$ cat config.mk
export PLATFORM = sky130hd
export DESIGN_NAME = ctrl_pipe_hazard
export DESIGN_NICKNAME = d
export VERILOG_FILES = /design/src/rtl/ctrl_pipe_hazard.sv
export SDC_FILE = /design/constraint.sdc
export NUM_CORES = 1
export LEC_CHECK = 0
export CAP_MARGIN = 20
export CORE_AREA = 2 2 83 69
export DETAILED_ROUTE_END_ITERATION = 6
export DIE_AREA = 0 0 85 71
export PLACE_DENSITY_LB_ADDON = 0.3
export SETUP_SLACK_MARGIN = 0.05
export SYNTH_ARGS = -nofsm -noshare
export SYNTH_HDL_FRONTEND = slang
export SYNTH_SLANG_ARGS = --single-unit
$ cat constraint.sdc
create_clock -name clk -period 1.7 [get_ports clk]
set_input_delay 0.17 -clock clk [delete_from_list [all_inputs] [get_ports clk]]
set_output_delay 0.17 -clock clk [all_outputs]
set_load 0.05 [all_outputs]
$ cat src/rtl/ctrl_pipe_hazard.sv
// Control-bundle pipeline (ID/EX, EX/MEM, MEM/WB) with load-use and multiply-occupancy hazard control.
// Optional HAZARD_STATS_EN adds stall_cycles / flush_count event counters.
module ctrl_pipe_hazard #(
    parameter int MULT_LAT   = 3,
    parameter int REG_ADDR_W = 5
) (
    input  logic                  clk,
    input  logic                  rst,
    input  logic [1:0]            id_alu_op,
    input  logic                  id_branch,
    input  logic                  id_mem_read,
    input  logic                  id_mem_2_reg,
    input  logic                  id_mem_write,
    input  logic                  id_alu_src,
    input  logic                  id_reg_write,
    input  logic                  id_jump,
    input  logic                  id_mult,
    input  logic [REG_ADDR_W-1:0] id_rs1,
    input  logic [REG_ADDR_W-1:0] id_rs2,
    input  logic [REG_ADDR_W-1:0] id_rd,
    input  logic                  ex_taken,
    output logic                  pc_write,
    output logic                  if_id_write,
    output logic                  if_id_flush,
    output logic                  id_ex_hold,
    output logic [1:0]            ex_alu_op,
    output logic                  ex_alu_src,
    output logic                  ex_branch,
    output logic                  ex_jump,
    output logic                  ex_mem_read,
    output logic                  ex_mult,
    output logic [REG_ADDR_W-1:0] ex_rd,
    output logic                  mem_mem_read,
    output logic                  mem_mem_write,
    output logic                  mem_mem_2_reg,
    output logic                  mem_reg_write,
    output logic [REG_ADDR_W-1:0] mem_rd,
    output logic                  wb_reg_write,
    output logic                  wb_mem_2_reg,
    output logic [REG_ADDR_W-1:0] wb_rd,
    output logic                  mult_busy
`ifdef HAZARD_STATS_EN
    ,
    output logic [31:0]           stall_cycles,
    output logic [31:0]           flush_count
`endif
);

    localparam logic [2:0] CNT_LAST = 3'(MULT_LAT - 1);

    // EX-stage fields that travel on to MEM but have no EX port
    logic       ex_mem_write;
    logic       ex_mem_2_reg;
    logic       ex_reg_write;
    logic [2:0] cnt;

    logic rs1_used;
    logic rs2_used;
    logic load_use;
    logic id_ex_bubble;
    logic ex_mem_bubble;

    assign rs1_used  = !id_jump;
    assign rs2_used  = (!id_alu_src && !id_jump) || id_mem_write;
    assign load_use  = ex_mem_read && (ex_rd != '0) &&
                       ((rs1_used && (ex_rd == id_rs1)) || (rs2_used && (ex_rd == id_rs2)));
    assign mult_busy = ex_mult && (cnt != CNT_LAST);

    // Multiply occupancy outranks a taken branch, which outranks a load-use stall
    always_comb begin
        pc_write      = 1'b1;
        if_id_write   = 1'b1;
        if_id_flush   = 1'b0;
        id_ex_hold    = 1'b0;
        id_ex_bubble  = 1'b0;
        ex_mem_bubble = 1'b0;
        if (mult_busy) begin
            pc_write      = 1'b0;
            if_id_write   = 1'b0;
            id_ex_hold    = 1'b1;
            ex_mem_bubble = 1'b1;
        end else if (ex_taken) begin
            if_id_flush  = 1'b1;
            id_ex_bubble = 1'b1;
        end else if (load_use) begin
            pc_write     = 1'b0;
            if_id_write  = 1'b0;
            id_ex_bubble = 1'b1;
        end
    end

    always_ff @(posedge clk) begin
        if (rst) begin
            ex_alu_op     <= '0;
            ex_alu_src    <= 1'b0;
            ex_branch     <= 1'b0;
            ex_jump       <= 1'b0;
            ex_mem_read   <= 1'b0;
            ex_mult       <= 1'b0;
            ex_rd         <= '0;
            ex_mem_write  <= 1'b0;
            ex_mem_2_reg  <= 1'b0;
            ex_reg_write  <= 1'b0;
            mem_mem_read  <= 1'b0;
            mem_mem_write <= 1'b0;
            mem_mem_2_reg <= 1'b0;
            mem_reg_write <= 1'b0;
            mem_rd        <= '0;
            wb_reg_write  <= 1'b0;
            wb_mem_2_reg  <= 1'b0;
            wb_rd         <= '0;
            cnt           <= '0;
        end else begin
            if (!id_ex_hold) begin
                if (id_ex_bubble) begin
                    ex_alu_op    <= '0;
                    ex_alu_src   <= 1'b0;
                    ex_branch    <= 1'b0;
                    ex_jump      <= 1'b0;
                    ex_mem_read  <= 1'b0;
                    ex_mult      <= 1'b0;
                    ex_rd        <= '0;
                    ex_mem_write <= 1'b0;
                    ex_mem_2_reg <= 1'b0;
                    ex_reg_write <= 1'b0;
                end else begin
                    ex_alu_op    <= id_alu_op;
                    ex_alu_src   <= id_alu_src;
                    ex_branch    <= id_branch;
                    ex_jump      <= id_jump;
                    ex_mem_read  <= id_mem_read;
                    ex_mult      <= id_mult;
                    ex_rd        <= id_rd;
                    ex_mem_write <= id_mem_write;
                    ex_mem_2_reg <= id_mem_2_reg;
                    ex_reg_write <= id_reg_write;
                end
            end

            if (ex_mem_bubble) begin
                mem_mem_read  <= 1'b0;
                mem_mem_write <= 1'b0;
                mem_mem_2_reg <= 1'b0;
                mem_reg_write <= 1'b0;
                mem_rd        <= '0;
            end else begin
                mem_mem_read  <= ex_mem_read;
                mem_mem_write <= ex_mem_write;
                mem_mem_2_reg <= ex_mem_2_reg;
                mem_reg_write <= ex_reg_write;
                mem_rd        <= ex_rd;
            end

            wb_reg_write <= mem_reg_write;
            wb_mem_2_reg <= mem_mem_2_reg;
            wb_rd        <= mem_rd;

            // Counter returns to 0 on the cycle the multiply is released from EX
            cnt <= mult_busy ? cnt + 3'd1 : 3'd0;
        end
    end

`ifdef HAZARD_STATS_EN
    always_ff @(posedge clk) begin
        if (rst) begin
            stall_cycles <= '0;
            flush_count  <= '0;
        end else begin
            if (!pc_write)
                stall_cycles <= stall_cycles + 32'd1;
            if (if_id_flush)
                flush_count <= flush_count + 32'd1;
        end
    end
`endif

endmodule
==> metrics.txt <==
area of the multi-input gates=774 um2; GPL Wtd Cong=0.762; fin nets=259; CP arrival=1.74 ns; Chip Width=85 um; crit path kind=flip-flop to primary output; GRT Resource Usage Total=12.3%; fillcell total=511; Avg Inst Size Synth=9.93 um2; Peak VDD IR=0.427 mV; CTS Buf Count=5; area grow syn2layout=57.9%; Leak=0.889 nW; Hold WS=0.463 ns; post-DP HPWL=2730 um; routed len/inst=12.7 um; Pins Over Slew Limit=0; largest net degree at the start of global routing=24; period utilization=112%; status=finished with violations; failing checks=negative setup slack; top flop regs=ex_rd: 5 flops, mem_rd: 5 flops, wb_rd: 5 flops; register-to-register setup slack=0.05 ns; via count=1305; Post-Synthesis Cell Area=0.00153 mm2; commonest non-fill, non-tap cell in the layout=clkdlybuf4s50_1; Ports=61; Hold Crit Depth=1; layout cells sized above 1=25.2%; die area=0.00604 mm2; Slew HR=65.9%; Worst-Margin Slew=0.510 ns; total power=2.31 mW; GR peak layer=met2; Mapped Cells=154; CP endpoint kind=primary output; Core Region=0.00526 mm2; setup ws final=-0.212 ns; drt pass-1 iters=4; post-route design area=0.00241 mm2; clock transition at the registers of the reported paths=0.07 ns; Skew-Pair Late Insertion Delay=0.28 ns; first-pass GRT wire length=5700 um; CP Launch Type=flip-flop; Yosys warnings=0; placed cell area=0.00226 mm2; worst reg-to-reg path cell count=5; initial antenna violation count=0; Initial Utilization=29.1%; met1 Resource Use GR=16.3%; launching point of the worst reg2reg path=ex_rd[4]; DR iter-0 viols=60; GR Overflow Total=0; most frequent cells in the layout=clkdlybuf4s50_1, dfxtp_1, buf_4, nand2_1; Setup-failing EPs final=2; CTS Hold Buffers Added=0; RSZ-0062 raised after global routing=true; drt drc=0; Diodes inserted=0; Hold Path End=wb_rd[3]; vias in the first global route=1137; final hold vios=0; post-route ant nets=0; power density over the cells=956 mW/mm2; CP max FO=4; Seq cells post-synth=34; H-tree levels=2; hold crit path type=flip-flop to flip-flop; drt total wl=3750 um; CTS tree=done; GR Layer Usage met3=6.65%; clk sinks=34; Global Route met2 Usage=17.8%; CTS Buffer Depth=2; Final Skew=0.00408 ns; FF-to-FF End=ex_rd[1]; fin crit period=1.91 ns; max cap viols=0; I/O Buffers=60; Synth cell types=28; syn nets=184; critical path data required time=1.53 ns; Die Y=71 um; Seq/Total Area, Yosys=44.5%; Core Rows=24; Vias/cell=4.42; Max Fclk=523 MHz; min-delay src=mem_rd[3]; Root Buffer=clkbuf_8; register area=693 um2
-- repair_timing --
| item | 4_1_cts | 5_1_grt |
|---|---|---|
| endpoints found under the setup margin | 6 | 19 |
| pin swaps | 0 | 1 |
| gates resized for setup | 5 | 2 |
| cloned | 0 | 0 |
| setup buffers | 2 | 4 |
-- critical path: stages, from the launching register on --
cell     delay (ns)
dfxtp_4        0.36
or4_4          0.54
o21ai_4        0.19
nor2_4         0.05
a21oi_4        0.14
buf_6          0.18
-- routing by layer --
layer	wire length [um]	up-vias
met3	263	2
met4	16	0
met2	1670	40
met1	1790	571
li1	-	692
met5	0	-
-- cells by family (layout without fill, tap and decap cells) --
group,count (synthesis),count (layout),synth area share (%)
flops,34,34,44.5
fa+ha+maj,2,2,1.64
simple gates,69,69,28.2
xor+xnor,11,11,6.30
buf+inv,14,90,6.22
compound gates,24,24,13.2
-- metrics by stage --
step                TNS, ns  worst slack [ns]  utilization, %  std cells
detailed placement    -1.67            -0.114            43.0        281
CTS                  -0.467            -0.235            45.3        291
floorplan            -0.599            -0.394               -        154
finish               -0.422            -0.212            45.9        295
global route         -0.529            -0.265            45.9        295
global placement      -1.43           -0.0979            43.0        281
-- report_power, final --
part / total, mW / leakage [nW] / switching, mW / internal (mW)
Clock: 0.607 / 0.0515 / 0.281 / 0.326
Sequential: 0.914 / 0.281 / 0.0493 / 0.865
Combinational: 0.786 / 0.556 / 0.452 / 0.333
Total: 2.31 / 0.889 / 0.782 / 1.52
-- synthesized netlist by cell type (all sizes together) --
master  count  area share [%]
a21oi       2             1.1
o211ai     11             5.4
clkbuf      4            0.98
buf         8             4.7
nor2b      10             4.1
a31oi       1            0.41
and2       10             4.2
dfxtp      34              45
xnor2      10             5.7
a32oi       3             1.7
xor2        1            0.57
or4         1            0.74
inv         2            0.49
and3b       1            0.57
nor3        3            0.98
nand4b     11             6.3
nand2      16             3.9
ha          2             1.6
nand3b     11             5.4
nand2b      1            0.41
nand4       2            0.82
nor2        3            0.74
o21ai       6             2.7
o32ai       1             1.8
-- how the worst max path moves through the flow --
| stage | start | endpoint | depth (start not counted) |
|---|---|---|---|
| finish | ex_rd[4] | if_id_write | 5 |
| CTS | ex_rd[4] | if_id_write | 5 |
| detailed placement | id_rs1[0] | ex_rd[1] | 6 |
| floorplan | ex_rd[4] | pc_write | 6 |
| global placement | id_rs1[0] | if_id_write | 6 |
| global route | ex_rd[4] | if_id_write | 5 |
-- cell type report --
type,instances,area share [%]
well taps,65,3.37
clock inverters,2,0.467
multi-input cells,106,32.1
flip-flops and latches,34,28.7
clock buffers,6,3.42
repair buffers,80,31.6
inverters,2,0.311
Note: power is estimated with default switching activity, not from simulation.
